<file path="src/rtl/simd_pkg.sv">
// simd_pkg: shared opcodes, FSM states, instruction field layout and word builder.
package simd_pkg;

    localparam int N_DEFAULT = 16;
    localparam int INSTR_W   = 32;
    localparam int OPC_LSB   = 0;
    localparam int OPC_W     = 3;
    localparam int IDX_LSB   = 3;
    localparam int IDX_W     = 4;
    localparam int OFF_BIT   = 7;

    typedef enum logic [OPC_W-1:0] {
        OP_IDLE   = 3'd0,
        OP_FETCHB = 3'd1,
        OP_FETCHA = 3'd2,
        OP_MATMUL = 3'd3,
        OP_STORE  = 3'd4
    } opcode_e;

    typedef enum logic [2:0] {
        S_IDLE,
        S_ISSUE,
        S_WAIT,
        S_GAP,
        S_HALT,
        S_ERR
    } state_e;

    function automatic logic [INSTR_W-1:0] make_instr(
        input opcode_e          op,
        input logic [IDX_W-1:0] idx,
        input logic             off
    );
        logic [INSTR_W-1:0] w;
        w                      = '0;
        w[OPC_LSB +: OPC_W]    = op;
        w[IDX_LSB +: IDX_W]    = idx;
        w[OFF_BIT]             = off;
        return w;
    endfunction

endpackage

</file>
<file path="src/rtl/issue_watchdog.sv">
// issue_watchdog: cycle counter that flags a stalled handshake phase.
//   CLK, RSTN : clock, asynchronous active-low reset
//   clear     : restart count from zero (takes priority)
//   enable    : count this cycle
//   expired   : enable is high and this is the TIMEOUT_CYC-th counted cycle
module issue_watchdog #(
    parameter int TIMEOUT_CYC = 64
) (
    input  logic CLK,
    input  logic RSTN,
    input  logic clear,
    input  logic enable,
    output logic expired
);

    localparam int CW = $clog2(TIMEOUT_CYC + 1);

    logic [CW-1:0] cnt_q, cnt_d;

    // Expiry is flagged during the last allowed cycle so the owner leaves
    // the phase exactly TIMEOUT_CYC cycles after entering it.
    assign expired = enable && (cnt_q == CW'(TIMEOUT_CYC - 1));

    always_comb begin
        cnt_d = clear ? '0 : (enable && !expired) ? cnt_q + CW'(1) : cnt_q;
    end

    always_ff @(posedge CLK or negedge RSTN) begin
        if (!RSTN) cnt_q <= '0;
        else       cnt_q <= cnt_d;
    end

endmodule

</file>
<file path="src/rtl/instr_issuer.sv">
// instr_issuer: issues the matrix-multiply instruction program over a hold/done handshake.
//   CLK, RSTN : clock, asynchronous active-low reset
//   START     : one-cycle program start request (ignored while busy)
//   DONE      : consumer finished the held instruction
//   OFFSWT    : consumer acknowledged the halt word
//   INSTR     : instruction word {off, index, opcode}, registered
//   ONSWT     : instruction valid/hold, registered
//   BUSY      : program in progress
//   FINISH    : one-cycle completion pulse
//   ERR       : sticky handshake timeout
module instr_issuer
    import simd_pkg::*;
#(
    parameter int N           = N_DEFAULT,
    parameter int LOGN        = $clog2(N),
    parameter int TIMEOUT_CYC = 64
) (
    input  logic               CLK,
    input  logic               RSTN,
    input  logic               START,
    input  logic               DONE,
    input  logic               OFFSWT,
    output logic [INSTR_W-1:0] INSTR,
    output logic               ONSWT,
    output logic               BUSY,
    output logic               FINISH,
    output logic               ERR
);

    localparam logic [LOGN-1:0]    LAST_IDX  = LOGN'(N - 1);
    localparam logic [INSTR_W-1:0] HALT_WORD = INSTR_W'(1) << OFF_BIT;

    state_e             state_q, state_d;
    logic [LOGN-1:0]    b_q, b_d;
    logic [LOGN-1:0]    row_q, row_d;
    logic [1:0]         sub_q, sub_d;
    logic               rows_q, rows_d;
    logic [INSTR_W-1:0] instr_q, instr_d;
    logic               onswt_q, onswt_d;
    logic               busy_q, busy_d;
    logic               finish_q, finish_d;
    logic               err_q, err_d;
    logic               expired;
    logic               last;
    logic               advance;
    logic               start_acc;
    opcode_e            sub_op;
    logic [INSTR_W-1:0] word;

    // rows_q=0 is the FETCHB phase, so the all-zero reset pointer is instruction 0.
    assign sub_op    = (sub_q == 2'd0) ? OP_FETCHA : (sub_q == 2'd1) ? OP_MATMUL : OP_STORE;
    assign word      = rows_q ? make_instr(sub_op, IDX_W'(row_q), 1'b0)
                              : make_instr(OP_FETCHB, IDX_W'(b_q), 1'b0);
    assign last      = rows_q && (row_q == LAST_IDX) && (sub_q == 2'd2);
    assign advance   = (state_q == S_GAP) && !DONE;
    assign start_acc = ((state_q == S_IDLE) || (state_q == S_ERR)) && START;

    issue_watchdog #(
        .TIMEOUT_CYC(TIMEOUT_CYC)
    ) u_wd (
        .CLK     (CLK),
        .RSTN    (RSTN),
        .clear   (state_d != state_q),
        .enable  ((state_q == S_WAIT) || (state_q == S_GAP) || (state_q == S_HALT)),
        .expired (expired)
    );

    always_ff @(posedge CLK or negedge RSTN) begin
        if (!RSTN) begin
            state_q  <= S_IDLE;
            b_q      <= '0;
            row_q    <= '0;
            sub_q    <= '0;
            rows_q   <= 1'b0;
            instr_q  <= '0;
            onswt_q  <= 1'b0;
            busy_q   <= 1'b0;
            finish_q <= 1'b0;
            err_q    <= 1'b0;
        end else begin
            state_q  <= state_d;
            b_q      <= b_d;
            row_q    <= row_d;
            sub_q    <= sub_d;
            rows_q   <= rows_d;
            instr_q  <= instr_d;
            onswt_q  <= onswt_d;
            busy_q   <= busy_d;
            finish_q <= finish_d;
            err_q    <= err_d;
        end
    end

    // Next state and program pointer. Handshake progress is tested before
    // the watchdog so a progress event in the expiry cycle wins.
    always_comb begin
        state_d = state_q;
        b_d     = b_q;
        row_d   = row_q;
        sub_d   = sub_q;
        rows_d  = rows_q;
        case (state_q)
            S_IDLE, S_ERR: state_d = START ? S_ISSUE : state_q;
            S_ISSUE:       state_d = S_WAIT;
            S_WAIT:        state_d = DONE ? S_GAP : expired ? S_ERR : S_WAIT;
            S_GAP:         state_d = !DONE ? (last ? S_HALT : S_ISSUE) : expired ? S_ERR : S_GAP;
            S_HALT:        state_d = OFFSWT ? S_IDLE : expired ? S_ERR : S_HALT;
            default:       state_d = S_IDLE;
        endcase
        if (start_acc) begin
            b_d    = '0;
            row_d  = '0;
            sub_d  = '0;
            rows_d = 1'b0;
        end else if (advance && !rows_q) begin
            b_d    = (b_q == LAST_IDX) ? '0 : b_q + LOGN'(1);
            rows_d = (b_q == LAST_IDX);
        end else if (advance) begin
            sub_d  = (sub_q == 2'd2) ? 2'd0 : sub_q + 2'd1;
            row_d  = (sub_q != 2'd2) ? row_q : (row_q == LAST_IDX) ? '0 : row_q + LOGN'(1);
            rows_d = !last;
        end
    end

    // Outputs are registered from the next state so every port comes straight off a flop.
    always_comb begin
        instr_d  = (state_q == S_ISSUE) ? word :
                   (state_d == S_WAIT)  ? instr_q :
                   (state_d == S_HALT)  ? HALT_WORD : '0;
        onswt_d  = (state_d == S_WAIT);
        busy_d   = (state_d == S_ISSUE) || (state_d == S_WAIT) ||
                   (state_d == S_GAP)   || (state_d == S_HALT);
        finish_d = (state_q == S_HALT) && OFFSWT;
        err_d    = (state_d == S_ERR);
    end

    assign INSTR  = instr_q;
    assign ONSWT  = onswt_q;
    assign BUSY   = busy_q;
    assign FINISH = finish_q;
    assign ERR    = err_q;

endmodule

</file>
<file path="config.mk">
export PLATFORM = sky130hd
export DESIGN_NAME = instr_issuer
export DESIGN_NICKNAME = d
export VERILOG_FILES = /design/src/rtl/simd_pkg.sv /design/src/rtl/issue_watchdog.sv /design/src/rtl/instr_issuer.sv
export SDC_FILE = /design/constraint.sdc
export NUM_CORES = 1
export LEC_CHECK = 0
export BUFFER_PORTS_ARGS = -buffer_cell sky130_fd_sc_hd__buf_2
export CORE_AREA = 10 10 75 77
export CTS_BUF_LIST = sky130_fd_sc_hd__clkbuf_8
export DETAILED_ROUTE_END_ITERATION = 16
export DIE_AREA = 0 0 85 87
export PLACE_DENSITY = 0.83
export SLEW_MARGIN = 25
export SYNTH_ARGS = -nofsm -noshare
export SYNTH_HDL_FRONTEND = slang
export SYNTH_SLANG_ARGS = --single-unit
</file>
<file path="constraint.sdc">
create_clock -name CLK -period 1.74 [get_ports CLK]
set_input_delay 0.087 -clock CLK [delete_from_list [all_inputs] [get_ports CLK]]
set_output_delay 0.087 -clock CLK [all_outputs]
set_load 0.03 [all_outputs]
</file>
# Word-level counts from Yosys, hierarchy flattened
# Index checks and enable logic that the tools add are counted.
[op_classes]
n_eq_ne = 20
shift = 0
mux = 32
add_sub_neg = 4
bitwise_logic = 0
reduce_logical = 27
div = 0
n_lt_le_gt_ge = 0
multipliers = 0
[op_table]
columns = ["cell", "n"]
rows = [
  ["32-bit two-way mux", 2],
  ["4-bit two-way mux", 8],
  ["3-bit two-way mux", 9],
  ["7-bit two-way mux", 3],
  ["3-bit one-hot mux with 5 select lines", 1],
  ["3-bit by 2-bit equality test with 1-bit output (second input constant)", 4],
  ["3-bit equality test (second input constant)", 4],
  ["4-bit by 1-bit adder with 4-bit output (second input constant)", 2],
  ["4-bit equality test (second input constant)", 2],
  ["1-bit logical AND", 8],
  ["2-bit two-way mux", 4],
  ["8-bit two-way mux", 1],
  ["7-bit by 1-bit adder with 7-bit output (second input constant)", 1],
  ["7-bit by 6-bit equality test with 1-bit output (second input constant)", 1],
  ["3-bit by 1-bit equality test with 1-bit output (second input constant)", 2],
  ["1-bit logical OR", 6],
  ["2-bit inequality test (second input constant)", 3],
  ["2-bit nonzero test", 3],
  ["1-bit zero test", 4],
  ["1-bit two-way mux", 4],
  ["3-bit zero test", 1],
  ["3-bit inequality test", 1],
  ["3-bit AND reduction", 1],
  ["3-bit nonzero test", 1],
  ["7 further kinds", 7],
]
[totals]
mem_count = 0
mem_bits_ro = 0
output_inout_bits = 36
reg_bits = 57
wordCells = 94
latchBits = 0
mem_bits_rw = 0

# Depth between registers and ports, before layout
# Gate-level depths: netlist of run 1.
[depth]
word_depth = 11
depth_mapped = 7

# Modules after synthesis
# A second synthesis of run 1 with hierarchy kept.
[hier_totals]
hier_cells = 203
area_unflattened_um2 = 2108.3
[modules_own_cells]
columns = ["mod", "instances", "area_per_inst_um2", "cells_each"]
rows = [
  ["instr_issuer", 1, 1717.9, 164],
  ["issue_watchdog", 1, 390.4, 39],
]

# Worst setup path after synthesis of run 1
# Ideal clock, no wire load.
[synth_timing]
path_kind = "register -> register"
startpoint = "register u_wd.cnt_q[0]"
endpoint = "register err_q, in the netlist ERR"
path_buffers = 0
stages_incl_launch_ff = 7
path_slack_ns = 0.024
arrival_time_ns = 1.597
setup_time_ns = 0.119
path_cell_list = "dfrtp_1 -> ha_1 -> nand3_2 -> nor2_4 -> o22a_1 -> or3_4 -> and2_1"
[synth_between]
elab_chain_len = 6
[synth_lines]
columns = ["item", "line", "source"]
rows = [
  ["start, declared", "issue_watchdog.sv:18", "logic [CW-1:0] cnt_q, cnt_d;"],
  ["start signal, assigned", "issue_watchdog.sv:30", "else cnt_q <= cnt_d;"],
  ["7-bit by 6-bit equality test with 1-bit output (*)", "issue_watchdog.sv:22", "assign expired = enable && (cnt_q == CW'(TIMEOUT_CYC - 1));"],
  ["1-bit logical AND (*)", "issue_watchdog.sv:22", ""],
  ["1-bit two-way mux / 3-bit two-way mux (equally long branches)", "instr_issuer.sv:107, instr_issuer.sv:105", ""],
  ["3-bit two-way mux, on equally long branches", "instr_issuer.sv:107, instr_issuer.sv:105", ""],
  ["3-bit one-hot mux with 5 select lines (*)", "instr_issuer.sv:102", "case (state_q)"],
  ["named net state_d[0]", "instr_issuer.sv:33", "state_e state_q, state_d;"],
  ["3-bit equality test (*)", "instr_issuer.sv:134", "err_d = (state_d == S_ERR);"],
  ["named net err_d", "instr_issuer.sv:42", "logic err_q, err_d;"],
  ["end signal, assigned", "instr_issuer.sv:90", "err_q <= err_d;"],
  ["end, declared", "instr_issuer.sv:42", ""],
]
# Mark *: on every way through the listed nets, which the timed path passes. The rest lies on a longest branch.
# A chain may end at the register's enable or synchronous reset.

# Worst setup path in the final report of run 1
[layout_timing]
startpoint = "register state_q[2]"
endpoint = "register busy_q, in the netlist BUSY"
[layout_between]
elab_chain_len = 11
[layout_lines]
columns = ["item", "line", "source"]
rows = [
  ["start, declared", "instr_issuer.sv:33", ""],
  ["start signal, assigned", "instr_issuer.sv:81", "state_q <= state_d;"],
  ["3-bit by 2-bit equality test with 1-bit output", "instr_issuer.sv:64, instr_issuer.sv:102", ""],
  ["1-bit logical OR (2 in series)", "instr_issuer.sv:64", ".enable ((state_q == S_WAIT) || (state_q == S_GAP) || (state_q == S_HALT)),"],
  ["1-bit logical AND", "issue_watchdog.sv:22", ""],
  ["1-bit two-way mux / 3-bit two-way mux (equally long branches)", "instr_issuer.sv:107, instr_issuer.sv:105", ""],
  ["3-bit two-way mux, on equally long branches", "instr_issuer.sv:107, instr_issuer.sv:105", ""],
  ["3-bit one-hot mux with 5 select lines (*)", "instr_issuer.sv:102", ""],
  ["named net state_d[0]", "instr_issuer.sv:33", ""],
  ["3-bit by 1-bit equality test with 1-bit output / 3-bit by 2-bit equality test with 1-bit output (equally long branches)", "instr_issuer.sv:131", "busy_d = (state_d == S_ISSUE) || (state_d == S_WAIT) ||"],
  ["1-bit logical OR (2 in series)", "instr_issuer.sv:131", ""],
  ["1-bit logical OR (*)", "instr_issuer.sv:132", "(state_d == S_GAP) || (state_d == S_HALT);"],
  ["named net busy_d", "instr_issuer.sv:40", "logic busy_q, busy_d;"],
  ["end signal, assigned", "instr_issuer.sv:88", "busy_q <= busy_d;"],
  ["end, declared", "instr_issuer.sv:40", ""],
]
# Marks and branches as above.

==> results of run 1 <==
-- metal layers --
metal | track usage | vias to the layer above
met5 | 0 | -
li1 | - | 770
met4 | 0.0749 | 0
met2 | 0.190 | 53
met1 | 0.126 | 732
met3 | 0.0534 | 9
-- flip-flops by register name, indices dropped and copies added, names as in the netlist, 2 cells and up --
signal      flops
b_q             4
INSTR           8
sub_q           2
state_q         3
row_q           4
u_wd.cnt_q      7
-- worst min path at each step --
stage | startpoint | endpoint | slack [ns] | depth (start not counted)
floorplan | RSTN | BUSY | -0.21 | 0
global placement | RSTN | ERR | 0.18 | 1
detailed placement | RSTN | ERR | 0.19 | 1
CTS | OFFSWT | FINISH | 0.07 | 2
global route | OFFSWT | FINISH | 0.08 | 2
finish | OFFSWT | FINISH | 0.07 | 2
-- worst max-delay path, delay by kind of cell (launching register included) --
kind / cells / cell delay (ns)
AOI/OAI and AO/OA: 2 / 0.32
and+or+nand+nor: 3 / 0.74
DFF: 1 / 0.48
-- synth_stat cells (3+ instances only) --
| cell | number | area share |
|---|---|---|
| a211o_1 | 3 | 0.013 |
| a21oi_1 | 6 | 0.015 |
| a22o_1 | 5 | 0.021 |
| and3_1 | 3 | 0.0091 |
| buf_2 | 4 | 0.0098 |
| buf_4 | 26 | 0.095 |
| dfrtp_1 | 33 | 0.40 |
| ha_1 | 3 | 0.018 |
| inv_1 | 4 | 0.0073 |
| mux2i_1 | 7 | 0.034 |
| nand2_1 | 15 | 0.027 |
| nand3_1 | 4 | 0.0098 |
| nor2_1 | 24 | 0.044 |
| nor2b_1 | 6 | 0.018 |
| o21ai_0 | 7 | 0.017 |
| o21ai_1 | 4 | 0.0098 |
| xnor2_1 | 4 | 0.017 |
| xor2_1 | 3 | 0.013 |
-- power by group --
part           switching, mW  internal (mW)  total (mW)
clock                  0.265          0.307       0.572
sequential             0.138          0.902        1.04
combinational          0.757          0.563        1.32
-- kinds of logic after synthesis --
logic type	count (synthesis)
AOI/OAI and AO/OA	43
xor gates and xnor gates	7
adders and majority gates	4
muxes	7
buffers and inverters	36
DFF	33
and+or+nand+nor	80
other	1
-- cell type report --
type / count / area [sq um]
fill: 365 / 1840
multi-input combinational: 165 / 1120
sequential: 33 / 828
timing repair buffer: 41 / 278
clock buffer: 6 / 82.6
tap: 52 / 65.1
inverter: 4 / 15.0
clock inverter: 1 / 3.75
-- metrics by stage --
| step | cells | hold slack (ns) |
|---|---|---|
| 3_5_place_dp | 290 | 0.187 |
| 2_1_floorplan | 234 | -0.209 |
| 4_1_cts | 298 | 0.0738 |
| 3_3_place_gp | 290 | 0.180 |
| 6_report | 302 | 0.0739 |
| 5_1_grt | 302 | 0.0759 |
-- what timing repair did --
action	CTS	global route
pin swaps	0	9
endpoints found under the setup margin	3	24
hold buffers	1	0
setup buffers	0	4
cloned	0	0
hold endpoints to repair	33	0
gates resized for setup	1	13
==> key figures, run 1 <==
Run status
  – Outcome: finished, final reports clean

Timing
  – Final min period: 1.67 ns
  – Tcrit/Tclk final: 0.959
  – Final setup fails: 0
  – Final Hold Fails: 0
  – Fin Setup TNS: 0 ns
  – Clk_skew: 0.0111 ns
  – Max frequency: 0.599 GHz
  – Max Slew Vio Count: 0
  – Post-route setup slack: 0.0712 ns
  – Max-slew headroom: 0.520
  – Worst-margin pin slew: 0.720 ns

Route
  – Drt pass-1 iters: 4
  – DR top layer: met4
  – WL final: 4340 um
  – Avg WL per Cell: 14.4 um
  – Met1 WL: 1770 um
  – Vias per cell: 5.18
  – Met3 routed WL: 339 um
  – Antenna Nets Post-Route: 0
  – Length of routed met2 wiring: 2140 um
  – Drt first-iter violations: 154
  – DR vias: 1564
  – Drc violations: 0

Floorplan
  – Row count: 24
  – Die area: 7400 sq um
  – Core area: 4230 sq um
  – Die width: 85 um
  – Initial Util: 0.485
  – I/O Pins: 41
  – Die Span Y: 87 um

Critical path
  – Crit path capture: BUSY
  – Cells on worst reg2reg path: 5
  – Critical Path Start: state_q[2]
  – CP cell instances: or3b_1, nor4_2, o22a_1, or3_4, o22ai_2
  – R2R Path End: BUSY
  – Slowest stage delay, CP: 0.48 ns
  – CP endpoint kind: register
  – Crit start category: register
  – FF-to-FF setup slack: 0.07 ns
  – Worst Path Arrival: 1.84 ns
  – Critical Path RT: 1.91 ns
  – Worst reg2reg path startpoint: state_q[2]
  – CP max FO: 13
  – Slowest CP cell: dfrtp_2
  – Critical path class: reg -> reg

Place
  – Pre-CTS setup slack: -0.00256 ns
  – Dpl cell area: 2210 sq um
  – Port bufs: 16
  – GPL Wtd Cong: 0.934
  – Dpl hpwl: 3140 um

Finish
  – Most common cell after layout, fill and taps aside: dfrtp_1
  – Fin nets: 258
  – Syn-to-layout area delta: 16.5%
  – Final Instance Area: 2390 sq um
  – Most frequent cells in the layout: dfrtp_1 (31), conb_1 (24), nor2_1 (22), buf_4 (22), buf_2 (16)
  – Share of layout cells above drive strength 1: 0.296
  – Core Util, Final: 0.565
  – Antenna diodes: 0

Synthesis
  – Simple-gate share of the synthesized area: 0.238
  – Synth cell types: 58
  – Synth Area in XOR/XNOR: 0.0299
  – Synth warn: 0
  – Mapped Area: 2050 sq um
  – Mean Syn Cell Area: 9.73 sq um
  – Largest family of logic cells by synthesized area: simple AND/OR/NAND/NOR gates
  – Top_reg_cell synth: dfrtp_1
  – Post-synthesis compound-gate area fraction: 0.155
  – Async SR Flop Fraction: 1.00
  – EDFF count, synth: 0
  – Yosys reg bits: 33
  – Synthesized instance count: 211
  – Adder-cell share of the synthesized area: 0.0232
  – Post-synthesis mux area share: 0.0341
  – Seq/Total Area, Yosys: 0.402

Clock tree
  – TritonCTS clock tree: yes
  – CTS H-tree lvls: 2
  – Clock Sink Count: 33
  – Worst-path clk slew: 0.07 ns
  – Max Buffers Root-to-Sink: 2
  – Clk_lat worst skew: 0.29 ns
  – CTS root buf: clkbuf_8
  – TritonCTS Buffers: 5

Global routing
  – Tot GR Track Use: 0.119
  – Wire length of the first global-routing pass: 7230 um
  – GRT overflow: 0
  – Vias in the first global route: 1595
  – Largest net degree at the start of global routing: 34
  – Initial antenna violation count: 0

Power
  – Power Density: 1230 nW/um^2
  – Tot Pwr: 2.93 mW
  – Max rail drop VDD: 0.000418 V
  – Leak: 1.13 nW

Min path
  – Hold crit path type: in -> reg

Job
  – Max Cap Viol: 0
Power figures use the tool's default switching activity.
==> run 2, diff against run 1 <==
--- a/config.mk
+++ b/config.mk
@@ -5,7 +5,7 @@
 export SDC_FILE = /design/constraint.sdc
 export NUM_CORES = 1
 export LEC_CHECK = 0
-export BUFFER_PORTS_ARGS = -buffer_cell sky130_fd_sc_hd__buf_2
+export BUFFER_PORTS_ARGS = -buffer_cell sky130_fd_sc_hd__buf_4
 export CORE_AREA = 10 10 75 77
 export CTS_BUF_LIST = sky130_fd_sc_hd__clkbuf_8
 export DETAILED_ROUTE_END_ITERATION = 16
==> run 2 against run 1 <==
- sequential power about the same
- count of clock-buffer cells in the layout unchanged
- power up 0.19%
- first-iteration DRC count down 32%
- register-to-register slack about the same
- via count down 0.45%
- clock power up 1%
- sequential share of layout area down 0.054 points
==> key figures, run 2 (synthesis results as in run 1) <==
Place
  – Placed Instances: 287 (-1.0%)
  – GPL Wtd Cong: 0.907 (-2.9%)
  – Dpl hpwl: 3100 um (-1.4%)
  – Pre-CTS setup slack: 0.0127 ns (+0.0153 ns)
  – Port bufs: 16 (unchanged)

Timing
  – Post-route setup slack: 0.0577 ns (-0.0135 ns)
  – Max frequency: 0.594 GHz (-0.81%)
  – Final setup fails: 0 (unchanged)
  – Clk_skew: 0.00380 ns (-0.00728 ns)
  – Final min period: 1.68 ns (+0.0135 ns)
  – Final Hold Fails: 0 (unchanged)
  – Tcrit/Tclk final: 0.967 (+0.00779)
  – Setup repair after global routing missed its margin: yes
  – Max Slew Vio Count: 0 (unchanged)

Min path
  – Hold crit path type: in -> reg

Critical path
  – Critical Path RT: 1.96 ns (+0.05 ns)
  – CP max FO: 7 (-6)
  – Crit start category: register
  – Worst Path Arrival: 1.90 ns (+0.06 ns)
  – Critical path class: reg -> reg
  – CP endpoint kind: register

Global routing
  – GRT overflow: 0 (unchanged)
  – Initial antenna violation count: 0 (unchanged)
  – Tot GR Track Use: 0.114 (-0.00466)
  – Vias in the first global route: 1593 (-0.13%)
  – Wire length of the first global-routing pass: 7040 um (-2.6%)
  – Largest net degree at the start of global routing: 34 (unchanged)

Finish
  – Antenna diodes: 0 (unchanged)
  – Most common cell after layout, fill and taps aside: buf_4
  – Share of layout cells above drive strength 1: 0.285 (-0.0114)
  – Cell Count, Final, Fillers Out: 298 (-1.3%)
  – Fin nets: 254 (-1.6%)
  – Number of flip-flops in the largest register: 8 (unchanged)
  – Syn-to-layout area delta: 16.7%
  – Most frequent cells in the layout: buf_4 (36), dfrtp_1 (31), conb_1 (24), nor2_1 (21), nand2_1 (15)

Route
  – WL final: 4250 um (-2.0%)
  – Met1 WL: 1810 um (+2.3%)
  – Drc violations: 0 (unchanged)
  – DR vias: 1557 (-0.45%)
  – Drt first-iter violations: 105 (-32%)
  – Met3 routed WL: 313 um (-7.7%)
  – Avg WL per Cell: 14.3 um (-0.69%)
  – Vias per cell: 5.22 (+0.89%)
  – DR top layer: met4
  – Antenna Nets Post-Route: 0 (unchanged)
  – Length of routed met2 wiring: 2010 um (-5.9%)
  – Drt pass-1 iters: 4 (unchanged)

Floorplan
  – Row count: 24 (unchanged)
  – Die area: 7400 sq um (unchanged)
  – Die Span Y: 87 um (unchanged)
  – Die width: 85 um (unchanged)
  – Core area: 4230 sq um (unchanged)
  – Initial Util: 0.485 (unchanged)
  – I/O Pins: 41 (unchanged)

Clock tree
  – CTS root buf: clkbuf_8
  – TritonCTS clock tree: yes
  – Clk_lat worst skew: 0.29 ns (about the same)
  – Max Buffers Root-to-Sink: 2 (unchanged)
  – TritonCTS Buffers: 5 (unchanged)
  – Worst-path clk slew: 0.06 ns (about the same)
  – Clock Sink Count: 33 (unchanged)
  – CTS H-tree lvls: 2 (unchanged)

Power
  – Leak: 1.11 nW (-1.7%)
  – Max rail drop VDD: 0.000400 V (-4.5%)
  – Power Density: 1230 nW/um^2 (about the same)

Run status
  – Outcome: finished, final reports clean

Job
  – Max Cap Viol: 0 (unchanged)
[run 2: critical path, stage by stage (launching register included)]
cell,delay (ns)
dfrtp_1,0.40
ha_2,0.21
nand3_4,0.11
nor2_4,0.05
buf_4,0.15
a211o_1,0.26
a32o_2,0.31
nor2_2,0.12
[run 2: what timing repair did]
item	CTS	global route
hold buffers	1	0
endpoints found under the setup margin	3	22
pin swaps	1	9
buffers inserted	0	3
gates cloned	0	0
resized for setup	1	11
endpoints found under the hold margin	33	0
[run 2: cell type report]
type	instances	area, sq um
sequential	33	828
inverter	4	15.0
clock buffer	6	82.6
fill	375	1840
timing repair buffer	37	280
clock inverter	1	3.75
multi-input combinational	165	1120
tap	52	65.1
[run 2: layer usage]
metal,vias up,global-route usage
li1,757,-
met1,743,0.125
met2,45,0.186
met3,12,0.0468
met4,0,0.0599
met5,-,0
[run 2: metrics by stage]
stage | instance area, sq um | hold WS (ns) | total power [mW] | utilization | setup TNS [ns]
6_report | 2400 | 0.0475 | 2.94 | 0.566 | 0
2_1_floorplan | 2140 | -0.209 | 1.96 | - | 0
5_1_grt | 2400 | 0.0498 | 3.12 | 0.566 | -0.0650
3_5_place_dp | 2230 | 0.0537 | 2.27 | 0.527 | 0
4_1_cts | 2330 | 0.0404 | 2.86 | 0.551 | 0
3_3_place_gp | 2230 | 0.0502 | 2.24 | 0.527 | 0
[run 2: report_power, final]
group / internal (mW) / leakage [nW] / switching, mW
Sequential: 0.902 / 0.440 / 0.144
Clock: 0.308 / 0.0485 / 0.271
Combinational: 0.568 / 0.622 / 0.746
[run 2: path summary, 6_finish.rpt]
kind	start	endpoint	cells after the start	slack, ns
setup / recovery	u_wd.cnt_q[1]	u_wd.cnt_q[3]	7	0.06
setup reg to reg	u_wd.cnt_q[1]	u_wd.cnt_q[3]	7	0.06
max in group asynchronous	RSTN	state_q[2]	2	1.14
hold reg to reg	INSTR[0]	INSTR[0]	2	0.48
hold / removal	OFFSWT	FINISH	2	0.05
min in group asynchronous	RSTN	INSTR[7]	2	0.28
